$ cat config.mk
export PLATFORM = sky130hd
export DESIGN_NAME = i2s_tx_frame_scheduler_flat
export DESIGN_NICKNAME = d
export VERILOG_FILES = /design/src/rtl/i2s_tx_frame_scheduler_if.sv /design/src/rtl/i2s_tx_frame_scheduler.sv /design/src/flat_wrapper.sv
export SDC_FILE = /design/constraint.sdc
export NUM_CORES = 1
export LEC_CHECK = 0
export BUFFER_PORTS_ARGS = -buffer_cell sky130_fd_sc_hd__buf_2
export CORE_MARGIN = 2
export CORE_UTILIZATION = 35
export DETAILED_ROUTE_END_ITERATION = 8
export PLACE_DENSITY = 0.65
export SLEW_MARGIN = 20
export SYNTH_ARGS = -nofsm -noshare
export SYNTH_HDL_FRONTEND = slang
export SYNTH_SLANG_ARGS = --single-unit
$ cat constraint.sdc
create_clock -name sclk -period 2.7 [get_ports sclk]
set_input_delay 0.27 -clock sclk [delete_from_list [all_inputs] [get_ports sclk]]
set_output_delay 0.27 -clock sclk [all_outputs]
set_load 0.01 [all_outputs]
$ cat src/rtl/i2s_tx_frame_scheduler_if.sv
// Sample-in / slot-out bundle of the I2S transmit frame scheduler.
// master: upstream DSP chain plus serializer side (drives enable and samples).
// slave: the scheduler itself.
interface i2s_tx_frame_scheduler_if #(
  parameter int unsigned DATA_W = 24,
  parameter int unsigned CNT_W  = 16
);
  logic              enable;
  logic              in_valid;
  logic              in_ready;
  logic [DATA_W-1:0] in_left;
  logic [DATA_W-1:0] in_right;
  logic              lrclk_out;
  logic [DATA_W-1:0] tx_data;
  logic              frame_start;
  logic              underrun;
  logic [CNT_W-1:0]  underrun_count;

  modport master (
    output enable, in_valid, in_left, in_right,
    input  in_ready, lrclk_out, tx_data, frame_start, underrun, underrun_count
  );

  modport slave (
    input  enable, in_valid, in_left, in_right,
    output in_ready, lrclk_out, tx_data, frame_start, underrun, underrun_count
  );
endinterface

$ cat src/rtl/i2s_tx_frame_scheduler.sv
// I2S transmit frame scheduler.
// It divides sclk into left and right slots and buffers stereo pairs in two
// stages, staging and active. It then presents one stable word per slot to
// the serializer.
// Optional build macro I2S_TX_UNDERRUN_HOLD_EN: on an underrun the previous pair
// repeats. When the macro is undefined the underrun frame is silent (zero).
// A pair is only accepted in RUN. A cold start from an empty staging register
// therefore always underruns on its first frame.
module i2s_tx_frame_scheduler #(
  parameter int unsigned SLOT_BITS = 32,
  parameter int unsigned DATA_W    = 24,
  parameter int unsigned CNT_W     = 16
) (
  input  logic                    sclk,
  input  logic                    rst,
  i2s_tx_frame_scheduler_if.slave bus
);

  localparam int unsigned      SC_W      = (SLOT_BITS > 1) ? $clog2(SLOT_BITS) : 1;
  localparam logic [SC_W-1:0]  SLOT_LAST = SC_W'(SLOT_BITS - 1);
  localparam logic [CNT_W-1:0] CNT_MAX   = '1;

  typedef enum logic [1:0] {
    ST_IDLE = 2'd0,
    ST_RUN  = 2'd1,
    ST_STOP = 2'd2
  } state_t;

  state_t            r_state, w_state_nxt;
  logic [SC_W-1:0]   r_slot_cnt, w_slot_cnt_nxt;
  logic              r_lrclk, w_lrclk_nxt;
  logic [DATA_W-1:0] r_tx_data, w_tx_data_nxt;
  logic              r_frame_start, w_frame_start_nxt;
  logic              r_underrun, w_underrun_nxt;
  logic [CNT_W-1:0]  r_underrun_cnt, w_underrun_cnt_nxt;
  logic [DATA_W-1:0] r_stg_left, r_stg_right, w_stg_left_nxt, w_stg_right_nxt;
  logic              r_stg_full, w_stg_full_nxt;
  logic [DATA_W-1:0] r_act_left, r_act_right, w_act_left_nxt, w_act_right_nxt;

  logic w_end_right;
  logic w_load_now;
  logic w_in_ready;
  logic w_accept;

  // Next-state, buffer handoff and slot timing.
  always_comb begin
    w_state_nxt        = r_state;
    w_slot_cnt_nxt     = r_slot_cnt;
    w_lrclk_nxt        = r_lrclk;
    w_tx_data_nxt      = r_tx_data;
    w_frame_start_nxt  = 1'b0;
    w_underrun_nxt     = 1'b0;
    w_underrun_cnt_nxt = r_underrun_cnt;
    w_stg_left_nxt     = r_stg_left;
    w_stg_right_nxt    = r_stg_right;
    w_stg_full_nxt     = r_stg_full;
    w_act_left_nxt     = r_act_left;
    w_act_right_nxt    = r_act_right;

    w_end_right = (r_state != ST_IDLE) && r_lrclk && (r_slot_cnt == SLOT_LAST);

    // A frame that ends as enable drops goes straight to IDLE.
    case (r_state)
      ST_IDLE: if (bus.enable) w_state_nxt = ST_RUN;
      ST_RUN,
      ST_STOP: begin
        if (bus.enable)       w_state_nxt = ST_RUN;
        else if (w_end_right) w_state_nxt = ST_IDLE;
        else                  w_state_nxt = ST_STOP;
      end
      default: w_state_nxt = ST_IDLE;
    endcase

    w_load_now = (w_state_nxt == ST_RUN) && ((r_state == ST_IDLE) || w_end_right);
    w_in_ready = !rst && (r_state == ST_RUN) && (!r_stg_full || w_load_now);
    w_accept   = bus.in_valid && w_in_ready;

    // Staging hands its pair to active; an empty staging register is an underrun.
    if (w_load_now) begin
      w_frame_start_nxt = 1'b1;
      if (r_stg_full) begin
        w_act_left_nxt  = r_stg_left;
        w_act_right_nxt = r_stg_right;
        w_stg_full_nxt  = 1'b0;
        w_stg_left_nxt  = '0;
        w_stg_right_nxt = '0;
      end else begin
`ifdef I2S_TX_UNDERRUN_HOLD_EN
        w_act_left_nxt  = r_act_left;
        w_act_right_nxt = r_act_right;
`else
        w_act_left_nxt  = '0;
        w_act_right_nxt = '0;
`endif
        w_underrun_nxt = 1'b1;
        if (r_underrun_cnt != CNT_MAX) w_underrun_cnt_nxt = r_underrun_cnt + CNT_W'(1);
      end
    end

    // A same-cycle accept refills the staging register that was just emptied.
    if (w_accept) begin
      w_stg_left_nxt  = bus.in_left;
      w_stg_right_nxt = bus.in_right;
      w_stg_full_nxt  = 1'b1;
    end

    // Slot counter, word select and per-slot data word.
    if (w_state_nxt == ST_IDLE) begin
      w_slot_cnt_nxt = '0;
      w_lrclk_nxt    = 1'b0;
      w_tx_data_nxt  = '0;
    end else if (w_load_now) begin
      w_slot_cnt_nxt = '0;
      w_lrclk_nxt    = 1'b0;
      w_tx_data_nxt  = w_act_left_nxt;
    end else if (r_slot_cnt == SLOT_LAST) begin
      // Every other slot wrap is a new left slot, so only left -> right is left here.
      w_slot_cnt_nxt = '0;
      w_lrclk_nxt    = 1'b1;
      w_tx_data_nxt  = r_act_right;
    end else begin
      w_slot_cnt_nxt = r_slot_cnt + SC_W'(1);
    end
  end

  // FSM state register.
  always_ff @(posedge sclk) begin
    if (rst) r_state <= ST_IDLE;
    else     r_state <= w_state_nxt;
  end

  // Datapath and output registers.
  always_ff @(posedge sclk) begin
    if (rst) begin
      r_slot_cnt     <= '0;
      r_lrclk        <= 1'b0;
      r_tx_data      <= '0;
      r_frame_start  <= 1'b0;
      r_underrun     <= 1'b0;
      r_underrun_cnt <= '0;
      r_stg_left     <= '0;
      r_stg_right    <= '0;
      r_stg_full     <= 1'b0;
      r_act_left     <= '0;
      r_act_right    <= '0;
    end else begin
      r_slot_cnt     <= w_slot_cnt_nxt;
      r_lrclk        <= w_lrclk_nxt;
      r_tx_data      <= w_tx_data_nxt;
      r_frame_start  <= w_frame_start_nxt;
      r_underrun     <= w_underrun_nxt;
      r_underrun_cnt <= w_underrun_cnt_nxt;
      r_stg_left     <= w_stg_left_nxt;
      r_stg_right    <= w_stg_right_nxt;
      r_stg_full     <= w_stg_full_nxt;
      r_act_left     <= w_act_left_nxt;
      r_act_right    <= w_act_right_nxt;
    end
  end

  assign bus.in_ready       = w_in_ready;
  assign bus.lrclk_out      = r_lrclk;
  assign bus.tx_data        = r_tx_data;
  assign bus.frame_start    = r_frame_start;
  assign bus.underrun       = r_underrun;
  assign bus.underrun_count = r_underrun_cnt;

endmodule

$ cat src/flat_wrapper.sv
// flat-port wrapper written by rule: the top's interface ports become plain ports
module i2s_tx_frame_scheduler_flat 
#(
  parameter int unsigned SLOT_BITS = 32,
  parameter int unsigned DATA_W    = 24,
  parameter int unsigned CNT_W     = 16
)
  (sclk, rst, bus_enable, bus_in_valid, bus_in_left, bus_in_right, bus_in_ready, bus_lrclk_out, bus_tx_data, bus_frame_start, bus_underrun, bus_underrun_count);
  i2s_tx_frame_scheduler_if #(.DATA_W(DATA_W), .CNT_W(CNT_W)) bus_i ();
  input  logic sclk;
  input  logic rst;
  input wire logic [$bits(bus_i.enable)-1:0] bus_enable;
  input wire logic [$bits(bus_i.in_valid)-1:0] bus_in_valid;
  input wire logic [$bits(bus_i.in_left)-1:0] bus_in_left;
  input wire logic [$bits(bus_i.in_right)-1:0] bus_in_right;
  output wire logic [$bits(bus_i.in_ready)-1:0] bus_in_ready;
  output wire logic [$bits(bus_i.lrclk_out)-1:0] bus_lrclk_out;
  output wire logic [$bits(bus_i.tx_data)-1:0] bus_tx_data;
  output wire logic [$bits(bus_i.frame_start)-1:0] bus_frame_start;
  output wire logic [$bits(bus_i.underrun)-1:0] bus_underrun;
  output wire logic [$bits(bus_i.underrun_count)-1:0] bus_underrun_count;
  assign bus_i.enable = bus_enable;
  assign bus_i.in_valid = bus_in_valid;
  assign bus_i.in_left = bus_in_left;
  assign bus_i.in_right = bus_in_right;
  assign bus_in_ready = bus_i.in_ready;
  assign bus_lrclk_out = bus_i.lrclk_out;
  assign bus_tx_data = bus_i.tx_data;
  assign bus_frame_start = bus_i.frame_start;
  assign bus_underrun = bus_i.underrun;
  assign bus_underrun_count = bus_i.underrun_count;
  i2s_tx_frame_scheduler #(.SLOT_BITS(SLOT_BITS), .DATA_W(DATA_W), .CNT_W(CNT_W)) u_core (.sclk(sclk), .rst(rst), .bus(bus_i));
endmodule
== Yosys cells after proc, flatten, opt, wreduce, memory -nomap -nowiden ==
Cells that the tools add are included.

* Flip-flop bits (word level): 147
* Output and inout port bits: 44
* Bits of input ports: 52
* Logic and storage cells: 61

* Muxes and demuxes: 17
* Add/subtract/negate cells: 2
* Reduce and logical (&&, ||, !) cells: 23
* Bitwise gates (word level): 2
* Eq/ne operators: 5

{| class="wikitable"
|+ Operator list
! operator !! count
|-
| two-way mux 24 bit || 9
|-
| adder 16 x 1 -> 16 bit, second input constant || 1
|-
| inequality test 16 bit, second input constant || 1
|-
| nonzero test 2 bit || 4
|-
| logical AND 1 bit || 6
|-
| two-way mux 2 bit || 3
|-
| OR reduction 2 bit || 3
|-
| adder 5 x 1 -> 5 bit, second input constant || 1
|-
| == test 5 bit, second input constant || 1
|-
| == test 2 x 1 -> 1 bit, second input constant || 2
|-
| logical NOT 2 bit || 2
|-
| two-way mux 1 bit || 4
|-
| one-hot mux 2 bit (2 select lines) || 1
|-
| OR reduction 4 bit || 1
|-
| AND reduction 3 bit || 1
|-
| OR reduction 3 bit || 1
|-
| == test 2 bit, second input constant || 1
|-
| logical NOT 1 bit || 2
|-
| logical OR 1 bit || 2
|-
| NOT 1 bit || 2
|-
| AND reduction 2 bit || 1
|}

== Depth between registers and ports, before layout ==
Gate-level depths: netlist of the first run.

* Word-level depth: 13
* Mapped depth: 11
* Depth with buffers taken out: 8

== Least setup slack after synthesis of the first run ==
OpenSTA, ideal clock, no wires.

* Path kind: register -> output
* Start point: register u_core.r_slot_cnt[0]
* End point: output bus_in_ready
* Path buffers: 2
* Arrival: 2.261 ns
* Slack: 0.169 ns
* Cell stages (with the launch flop): 11
* Required time: 2.430 ns
* Path through: dfxtp_1 -> ha_1 -> and3_1 -> ha_1 -> and3b_1 -> nor4_1 -> or3_1 -> buf_2 -> buf_2 -> nand2_1 -> and3b_1

* Word-level cells in the longest chain between the ends: 9
* Elaborated cells between the ends (all ways): 10
* Classes of those cells: eq/ne (2); mux (3); reduce/logical (5)

{| class="wikitable"
|+ RTL lines
! item !! line !! source
|-
| start, declared || i2s_tx_frame_scheduler.sv:30 || <nowiki>logic [SC_W-1:0] r_slot_cnt, w_slot_cnt_nxt;</nowiki>
|-
| start signal, assigned || i2s_tx_frame_scheduler.sv:147 || <nowiki>r_slot_cnt <= w_slot_cnt_nxt;</nowiki>
|-
| == test 5 bit * || i2s_tx_frame_scheduler.sv:60 || <nowiki>w_end_right = (r_state != ST_IDLE) && r_lrclk && (r_slot_cnt == SLOT_LAST);</nowiki>
|-
| logical AND 1 bit * || i2s_tx_frame_scheduler.sv:60 ||
|-
| two-way mux 2 bit || i2s_tx_frame_scheduler.sv:68 || <nowiki>else if (w_end_right) w_state_nxt = ST_IDLE;</nowiki>
|-
| two-way mux 2 bit || i2s_tx_frame_scheduler.sv:67 || <nowiki>if (bus.enable) w_state_nxt = ST_RUN;</nowiki>
|-
| one-hot mux 2 bit (2 select lines) || i2s_tx_frame_scheduler.sv:63 || <nowiki>case (r_state)</nowiki>
|-
| == test 2 x 1 -> 1 bit || i2s_tx_frame_scheduler.sv:74 || <nowiki>w_load_now = (w_state_nxt == ST_RUN) && ((r_state == ST_IDLE) || w_end_right);</nowiki>
|-
| logical AND 1 bit * || i2s_tx_frame_scheduler.sv:74 ||
|-
| logical OR 1 bit * || i2s_tx_frame_scheduler.sv:75 || <nowiki>w_in_ready = !rst && (r_state == ST_RUN) && (!r_stg_full || w_load_now);</nowiki>
|-
| logical AND 1 bit * || i2s_tx_frame_scheduler.sv:75 ||
|-
| end, declared || flat_wrapper.sv:16 || <nowiki>output wire logic [$bits(bus_i.in_ready)-1:0] bus_in_ready;</nowiki>
|}

Mark *: on every way between the ends. The rest lies on a longest branch, timed or not.

== Final worst setup path of the first run ==
Same ends and word-level chain as after synthesis.

==> results of run 1 <==
-- metal layers --
layer / vias to the layer above / GRT usage [%] / share of wire, %
li1: 2002 / - / -
met1: 1877 / 21.5 / 45
met2: 118 / 26.3 / 46
met3: 22 / 4.43 / 5.6
met4: 0 / 7.49 / 2.8
met5: - / 0 / 0
-- sequential cells by signal, indices dropped and copies added, names as in the netlist --
register and count:
u_core.bus.frame_start 1, u_core.bus.lrclk_out 1, u_core.bus.tx_data 24, u_core.bus.underrun 1, u_core.bus.underrun_count 16, u_core.r_act_right 24, u_core.r_slot_cnt 5, u_core.r_state 2
u_core.r_stg_full 1, u_core.r_stg_left 24, u_core.r_stg_right 24
-- synth_stat cells --
cell type and instances:
xnor2_1 2, clkbuf_1 24, and3b_1 2, and3_1 4, a22o_1 48, a2111oi_2 1
inv_1 5, a211o_1 1, or3_1 5, buf_2 15, a211oi_4 1, o21ai_1 1
a311oi_1 1, or3b_2 1, nand2b_1 23, xor2_1 2, dfxtp_1 123, nand2_1 33
nor3b_1 1, nor3_1 32, o31ai_1 6, nor4b_2 1, ha_1 6, nor2b_1 4
nand4_1 6, a22oi_1 23, nor3_2 1, a21o_1 2, mux2_2 3, and4_1 2
a31o_2 1, nor4_1 2, a21oi_1 39, buf_6 3, o21ai_0 5, nand3_1 30
nor2_1 36, or4_1 7, buf_1 1
-- kinds of logic (layout without fill, tap and decap cells) --
kind of cell / count (synthesis) / after routing / synth area share [%]
adder cells (fa/ha/maj): 6 / 6 / 1.58
AND/OR/NAND/NOR: 190 / 190 / 20.5
AO/OA/AOI/OAI: 129 / 129 / 19.8
flip-flops: 123 / 123 / 51.9
buffers and inverters: 48 / 150 / 4.67
XOR/XNOR: 4 / 4 / 0.739
multiplexers: 3 / 3 / 0.713
-- stage by stage --
stage / setup slack (ns) / total power, mW / cells / hold slack, ns
after floorplan: 0.169 / 2.42 / 503 / 0.395
after global placement: 0.146 / 2.63 / 747 / 0.434
after detailed placement: 0.102 / 2.65 / 747 / 0.441
after CTS: 0.0622 / 4.91 / 780 / 0.0443
after global routing: 0.00938 / 5.08 / 781 / 0.0533
final: 0.155 / 4.87 / 781 / 0.0596
-- worst reg2reg max path: cells and delay by family, from the launching register on --
| kind | cells | cell delay, ns |
|---|---|---|
| AOI/OAI and AO/OA | 2 | 0.82 |
| adders and majority gates | 2 | 0.43 |
| DFF | 1 | 0.32 |
| and+or+nand+nor | 3 | 0.89 |
-- final cells by class --
| class | count | area share [%] |
|---|---|---|
| Multi-Input combinational cell | 332 | 34.7 |
| Inverter | 5 | 0.312 |
| Sequential cell | 123 | 41.0 |
| Timing Repair Buffer | 113 | 10.4 |
| Clock inverter | 10 | 1.91 |
| Clock buffer | 22 | 8.05 |
| Tap cell | 176 | 3.66 |
-- power by group --
| part | total [mW] | internal [mW] | switching, mW |
|---|---|---|---|
| Combinational | 0.646 | 0.249 | 0.397 |
| Sequential | 1.98 | 1.92 | 0.0618 |
| Clock | 2.25 | 1.45 | 0.796 |
| Total | 4.87 | 3.62 | 1.25 |
-- worst paths after layout --
kind / to / cells after the start / startpoint / slack [ns]
worst min-delay path: u_core.r_stg_right[3]$_SDFFE_PP0P_ / 2 / bus_in_right[3] / 0.06
worst min register to register: u_core.r_act_right[23]$_SDFFE_PP0N_ / 2 / u_core.r_act_right[23]$_SDFFE_PP0N_ / 0.44
worst max register to register: u_core.bus.tx_data[22]$_SDFFE_PP0P_ / 7 / u_core.r_slot_cnt[0]$_SDFF_PP0_ / 0.17
worst max-delay path: bus_in_ready / 9 / u_core.r_slot_cnt[0]$_SDFF_PP0_ / 0.16
-- what timing repair did --
item	in CTS	in global routing
resized for setup	1	4
endpoints found under the setup margin	1	59
gates cloned	0	0
pin swaps	1	1
buffers inserted	1	1
endpoints found under the hold margin	0	0
hold buffers	0	0
==> flow_summary_export.csv, run 1 <==
group,metric,value,unit
synth,syn_nets,561,
global_routing,antenna_found_initial,0,
global_routing,grt_max_degree,49,
power_and_ir_drop,power_density,810,nW/um^2
clocking,cts_buffers,17,
layout,drive_gt1_share,26.3,%
clocking,insertion_delay,0.42,ns
synth,netlist_instances,503,
drt,vias,4019,
drt,viasPerCell,5.15,
layout,final_common_cell,"dfxtp_1",
drt,drc_errors,0,
floorplan,die-area,14500,um^2
floorplan,die_h,120,um
synth,yosysSeqAreaShare,51.9,%
timing,timing.final.crit_share,94.3,%
synth,yosys_warnings,0,
floorplan,die_w,120,um
drt,routedWlPerCell,14.9,um
place,gp_congestion,0.815,
floorplan,start_util,35.8,%
timing,rsz0062_at_grt,"no",
global_routing,grt_pass1_wl,19100,um
synth,yosysTopAreaCell,"dfxtp_1",
timing,drv_slew,0,
layout,fill_cells,1301,
global_routing,grt_remaining_overflow,0,
synth,syn_area,4740,um^2
timing,max_freq,0.393,GHz
timing,setup_viol,0,
place,dp_hpwl,7610,um
floorplan,rows,42,
clocking,cts-root-buf,"clkbuf_16",
layout,fin_util,45.4,%
layout,multi_input_comb_area,2090,um^2
setup_path,crit_path_end_kind,"primary output",
setup_path,arrival,2.27,ns
timing,finalSetupTns,0,ns
place,place_area,5390,um^2
clocking,cts_htree_levels,4,
setup_path,required,2.43,ns
setup_path,path_delay_family,"simple AND/OR/NAND/NOR gates",
clocking,cts_tree,"built",
synth,synth.distinct_cells,39,
synth,synth_top_area_share,51.9,%
drt,wl,11600,um
global_routing,grt_pass1_vias,3939,
floorplan,coreArea,13200,um^2
power_and_ir_drop,peakVddDrop,0.420,mV
job,cap_violations,0,
timing,finalHoldViolations,0,
clocking,cts_buffer_depth,2,
setup_path,crit_chain,"ha_1 > and3_1 > ha_1 > and3b_1 > nor4_2 > or3_4 > nand2_1 > and3b_1 > buf_2",
drt,drtIter0Drc,250,
layout,final_cell_mix,"dfxtp_1, buf_2, a22o_1",
timing,final.min_clock_period,2.54,ns
status,status,"finished, final reports clean",
timing,skew,0.00625,ns
layout,final_nets,650,
layout,fin_area,6020,um^2
layout,antenna_cells,0,
drt,drt_pass1_iterations,5,
synth,syn_avg_cell_area,9.43,um^2
clocking,cts.sinks,123,
setup_path,worstPathMaxFanout,3,
clocking,clk_pin_slew,0.06,ns
layout,layout.area.seq,2460,um^2
drt,ant_nets,0,
synth,synth-seq-cells,123,
synth,synthTopCellsByArea,"dfxtp_1, a22o_1, a21oi_1",
power_and_ir_drop,leakage,2.48,nW
place,portBuffers,95,
worst_hold_path,hp-class,"in2reg",
setup_path,startpoint_type,"register",
global_routing,grt_usage,16.7,%
setup_path,path_class,"reg2out",
setup_path,max_stage_delay,0.32,ns
timing,tightest_slew,0.749,ns
floorplan,pin_count,96,
timing,slew_headroom,50.0,%
setup_path,path_buf_inv,1,
setup_path,crit_slowest_cell,"dfxtp_1",
layout,synthToLayoutAreaGrowth,26.9,%
Power figures use the tool's default switching activity.
==> inputs of run 2 (changes only) <==
- PLACE_DENSITY: 0.65 -> 0.55
==> run 2 against run 1 <==
Net effect:
- clock power up 18%
- register-to-register slack worse by 0.05 ns
- sequential share of layout area down 1.4 points
- non-clock buffer count up 5
- combinational power up 5.6%
- fmax down 3.5%
- final cell count up 0.77%
- sequential cell count unchanged
- via count up 1.0%
- worst setup slack worse by 0.091 ns
- clock-buffer cell count down 5
- sequential power about the same
==> flow_summary_export.csv, run 2 (synthesized netlist as in run 1, its figures left out) <==
group,metric,value,unit
power_and_ir_drop,intPower,4.01,mW
layout,multi_input_comb_area,2150,um^2
global_routing,grt_max_degree,49,
global_routing,antenna_found_initial,0,
setup_path,required,2.43,ns
global_routing,grt_usage,17.6,%
power_and_ir_drop,power_frac_seq,37.3,%
drt,wl,12400,um
layout,fin_area,6230,um^2
timing,tightest_slew,0.648,ns
power_and_ir_drop,peakVddDrop,0.482,mV
power_and_ir_drop,leakage,2.55,nW
global_routing,grt_pass1_wl,20100,um
layout,synthToLayoutAreaGrowth,31.4,%
timing,drv_slew,0,
setup_path,reg2regPathDepth,8,
timing,slew_headroom,56.7,%
drt,vias,4059,
clocking,cts_htree_levels,4,
layout,final_cell_mix,"dfxtp_1, buf_2, a22o_1",
drt,drt_pass1_iterations,4,
clocking,cts-root-buf,"clkbuf_16",
drt,viasPerCell,5.16,
place,gp_congestion,0.781,
status,status,"finished, final reports clean",
layout,fin_util,47.0,%
drt,ant_nets,0,
timing,timing.final.crit_share,97.6,%
clocking,insertion_delay,0.41,ns
layout,final_nets,655,
clocking,cts_tree,"built",
power_and_ir_drop,switching_share,24.7,%
setup_path,startpoint_type,"register",
floorplan,die-area,14500,um^2
setup_path,arrival,2.37,ns
global_routing,grt_pass1_vias,4022,
place,dp_hpwl,7950,um
power_and_ir_drop,p_clk_share,49.9,%
clocking,cts_buffer_depth,2,
clocking,clk_pin_slew,0.05,ns
worst_hold_path,hp-class,"in2reg",
timing,finalHoldViolations,0,
power_and_ir_drop,p_sw,1.32,mW
timing,max_freq,0.379,GHz
drt,drc_errors,0,
global_routing,grt_remaining_overflow,0,
power_and_ir_drop,power_density,854,nW/um^2
clocking,cts.sinks,123,
timing,setup_viol,0,
layout,fill_cells,1336,
layout,final_common_cell,"dfxtp_1",
job,cap_violations,0,
floorplan,coreArea,13200,um^2
layout,drive_gt1_share,28.4,%
clocking,cts_buffers,17,
floorplan,die_w,120,um
floorplan,pin_count,96,
setup_path,path_class,"reg2out",
setup_path,crit_path_end_kind,"primary output",
floorplan,rows,42,
place,place_area,5430,um^2
place,portBuffers,95,
worst_hold_path,hold_depth,2,
timing,skew,0.00616,ns
floorplan,die_h,120,um
timing,final.min_clock_period,2.64,ns
drt,routedWlPerCell,15.7,um
floorplan,start_util,35.8,%
drt,drtIter0Drc,240,
power_and_ir_drop,combPwrFrac,12.8,%
layout,layout.area.seq,2460,um^2
setup_path,worstPathMaxFanout,3,
[run 2: through the flow]
stage | hold slack, ns | setup WS [ns] | power, mW | TNS [ns] | cells
after global placement | 0.435 | 0.0343 | 2.65 | 0 | 751
after global routing | 0.0543 | -0.00136 | 5.54 | -0.00136 | 786
final | 0.0663 | 0.0638 | 5.32 | 0 | 787
after CTS | 0.0486 | 0.0181 | 5.35 | 0 | 784
after floorplan | 0.395 | 0.169 | 2.42 | 0 | 503
after detailed placement | 0.439 | -0.0843 | 2.66 | -1.13 | 751
[run 2: layer usage]
layer  global-route usage [%]  vias to the layer above  part of all wire [%]
met3                     5.57                       10                   5.1
li1                         -                     2024                     -
met5                        0                        -                     0
met2                     29.0                       87                    47
met1                     22.0                     1938                    47
met4                     5.45                        0                  0.93
[run 2: area by class of cell]
| type | instances | area share, % |
|---|---|---|
| clock buffer | 17 | 6.83 |
| tap | 176 | 3.53 |
| sequential | 123 | 39.6 |
| timing repair buffer | 118 | 10.8 |
| multi-input combinational | 332 | 34.6 |
| clock inverter | 15 | 4.36 |
| inverter | 5 | 0.301 |
| antenna | 1 | 0.0402 |
[run 2: path summary, 6_finish.rpt]
path	start	to	slack (ns)
setup reg to reg	u_core.r_slot_cnt[0]$_SDFF_PP0_	u_core.bus.tx_data[13]$_SDFFE_PP0P_	0.12
setup / recovery	u_core.r_slot_cnt[0]$_SDFF_PP0_	bus_in_ready	0.06
hold reg to reg	u_core.r_act_right[16]$_SDFFE_PP0N_	u_core.r_act_right[16]$_SDFFE_PP0N_	0.44
hold / removal	bus_in_left[1]	u_core.r_stg_left[1]$_SDFFE_PP0P_	0.07
[run 2: power groups by stage]
stage                     sequential [mW]  clock (mW)  combinational [mW]
after floorplan                      2.03           0               0.398
after global placement               2.01           0               0.637
after detailed placement             2.02           0               0.643
after CTS                            1.98        2.71               0.662
after global routing                 1.99        2.79               0.760
final                                1.98        2.66               0.682
[run 2: what timing repair did]
| item | 4_1_cts | 5_1_grt |
|---|---|---|
| buffers inserted | 1 | 2 |
| setup endpoints to repair | 75 | 11 |
| hold buffers | 0 | 0 |
| pin swaps | 1 | 4 |
| gates resized for setup | 3 | 14 |
[run 2: worst max-delay path, stage by stage (launching register included)]
cell and delay, ns:
dfxtp_2 0.34, ha_4 0.16, and3_1 0.18, ha_2 0.20, and3b_2 0.22, nor4_4 0.30
or3_4 0.19, nand2_2 0.05, and3b_1 0.19, buf_2 0.13
==> inputs of run 3 (changes only) <==
- PLACE_DENSITY: 0.55 -> default
- PLACE_DENSITY_LB_ADDON: default -> 0.2
- clock period: 2.7 -> 3.35 ns (I/O delays scaled with it)
==> run 3 against run 2 <==
Net effect:
- sequential cell count unchanged
- sequential power decreased by 19%
- register-to-register slack improved by 0.33 ns
- largest cell class unchanged
==> flow_summary_export.csv, run 3 (synthesized netlist as in run 1, its figures left out) <==
group,metric,value,unit
status,status,"finished, final reports clean",
layout,drive_gt1_share,25.2,%
global_routing,grt_remaining_overflow,0,
drt,routedWlPerCell,15.4,um
global_routing,grt_usage,17.2,%
place,dp.cells,743,
drt,vias,3983,
layout,fin_util,45.1,%
layout,final_common_cell,"dfxtp_1",
timing,hold_slack,0.122,ns
floorplan,die-area,14500,um^2
setup_path,crit_path_end_kind,"primary output",
clocking,cts_buffer_depth,2,
place,dpl_worst_slack,0.517,ns
timing,slew_headroom,37.6,%
timing,tightest_slew,0.931,ns
timing,finalHoldViolations,0,
power_and_ir_drop,p_total,3.96,mW
drt,drc_errors,0,
global_routing,antenna_found_initial,1,
job,cap_violations,0,
clocking,cts.sinks,123,
setup_path,required,3.01,ns
setup_path,crit_chain,"ha_1 > and3_1 > ha_1 > and3b_1 > nor4_1 > or3_2 > nand2_1 > and3b_1 > buf_2",
timing,rsz0062_at_grt,"no",
floorplan,rows,42,
global_routing,grt_pass1_vias,3815,
clocking,cts_buffers,17,
clocking,cts_hold_buffers,0,
drt,wl,11900,um
timing,max_freq,0.322,GHz
drt,ant_nets,0,
clocking,post_cts_resized,0,
setup_path,crit_slowest_cell,"or3_2",
place,gp_congestion,0.744,
worst_hold_path,hp-class,"in2reg",
place,portBuffers,95,
layout,final_nets,644,
floorplan,start_util,35.8,%
setup_path,arrival,2.77,ns
timing,timing.final.crit_share,92.8,%
power_and_ir_drop,leakage,2.45,nW
global_routing,grt_max_degree,49,
power_and_ir_drop,peakVddDrop,0.417,mV
drt,drt_pass1_iterations,4,
floorplan,coreArea,13200,um^2
timing,setup_ws,0.243,ns
setup_path,max_stage_delay,0.70,ns
timing,finalSetupTns,0,ns
timing,skew,0.00983,ns
power_and_ir_drop,power_density,663,nW/um^2
floorplan,die_w,120,um
layout,final_cell_mix,"dfxtp_1, buf_2, a22o_1",
place,place_area,5350,um^2
drt,drtIter0Drc,243,
layout,synthToLayoutAreaGrowth,25.9,%
global_routing,grt_pass1_wl,19400,um
place,dp_hpwl,7750,um
timing,drv_slew,0,
clocking,clk_pin_slew,0.05,ns
floorplan,pin_count,96,
layout,final_cells,776,
clocking,cts_setup_buffers,0,
timing,final.min_clock_period,3.11,ns
setup_path,path_class,"reg2out",
drt,viasPerCell,5.13,
clocking,insertion_delay,0.42,ns
timing,setup_viol,0,
clocking,cts_tree,"built",
setup_path,worstPathMaxFanout,20,
setup_path,startpoint_type,"register",
clocking,cts_htree_levels,4,
clocking,cts-root-buf,"clkbuf_16",
layout,fin_area,5970,um^2
floorplan,die_h,120,um
==> run 3: changes by cell type in the layout (fill, tap and decap cells not counted), sizes merged <==
cell      change
buf          -11
clkinv        -3
bufinv        -5
clkinvlp      +2
clkbuf        +6
==> run 3: cell type report <==
cell class	instances	area, um^2
clock buffers	23	508
clock inverters	9	110
inverters	5	18.8
flip-flops and latches	123	2460
diodes	1	2.50
well taps	176	220
repair buffers	107	566
fillers	1328	7280
multi-input cells	332	2080
==> run 3: worst max-delay path: cells and delay by family (launching register included) <==
family / cells / cell delay [ns]
buf+inv: 1 / 0.13
flops: 1 / 0.35
simple gates: 6 / 1.47
fa+ha+maj: 2 / 0.39
==> run 3: worst paths after layout <==
check        slack [ns]                                   to  depth (start not counted)                                start
min                0.12   u_core.r_stg_right[4]$_SDFFE_PP0P_                          2                      bus_in_right[4]
max                0.24                         bus_in_ready                          9      u_core.r_slot_cnt[0]$_SDFF_PP0_
max reg2reg        0.45   u_core.r_stg_left[16]$_SDFFE_PP0P_                          9      u_core.r_slot_cnt[0]$_SDFF_PP0_
min reg2reg        0.45  u_core.r_act_right[18]$_SDFFE_PP0N_                          2  u_core.r_act_right[18]$_SDFFE_PP0N_
==> run 3: metal layers <==
layer / wire, um / vias to the layer above / GRT usage [%]
met5: 0 / - / 0
met4: 170 / 0 / 8.07
met3: 727 / 12 / 5.47
li1: - / 1986 / -
met2: 5270 / 111 / 25.0
met1: 5770 / 1874 / 23.3
==> run 3: where the power goes <==
group          internal (mW)  switching, mW
registers               1.54         0.0517
logic                  0.180          0.316
clock network           1.21          0.653
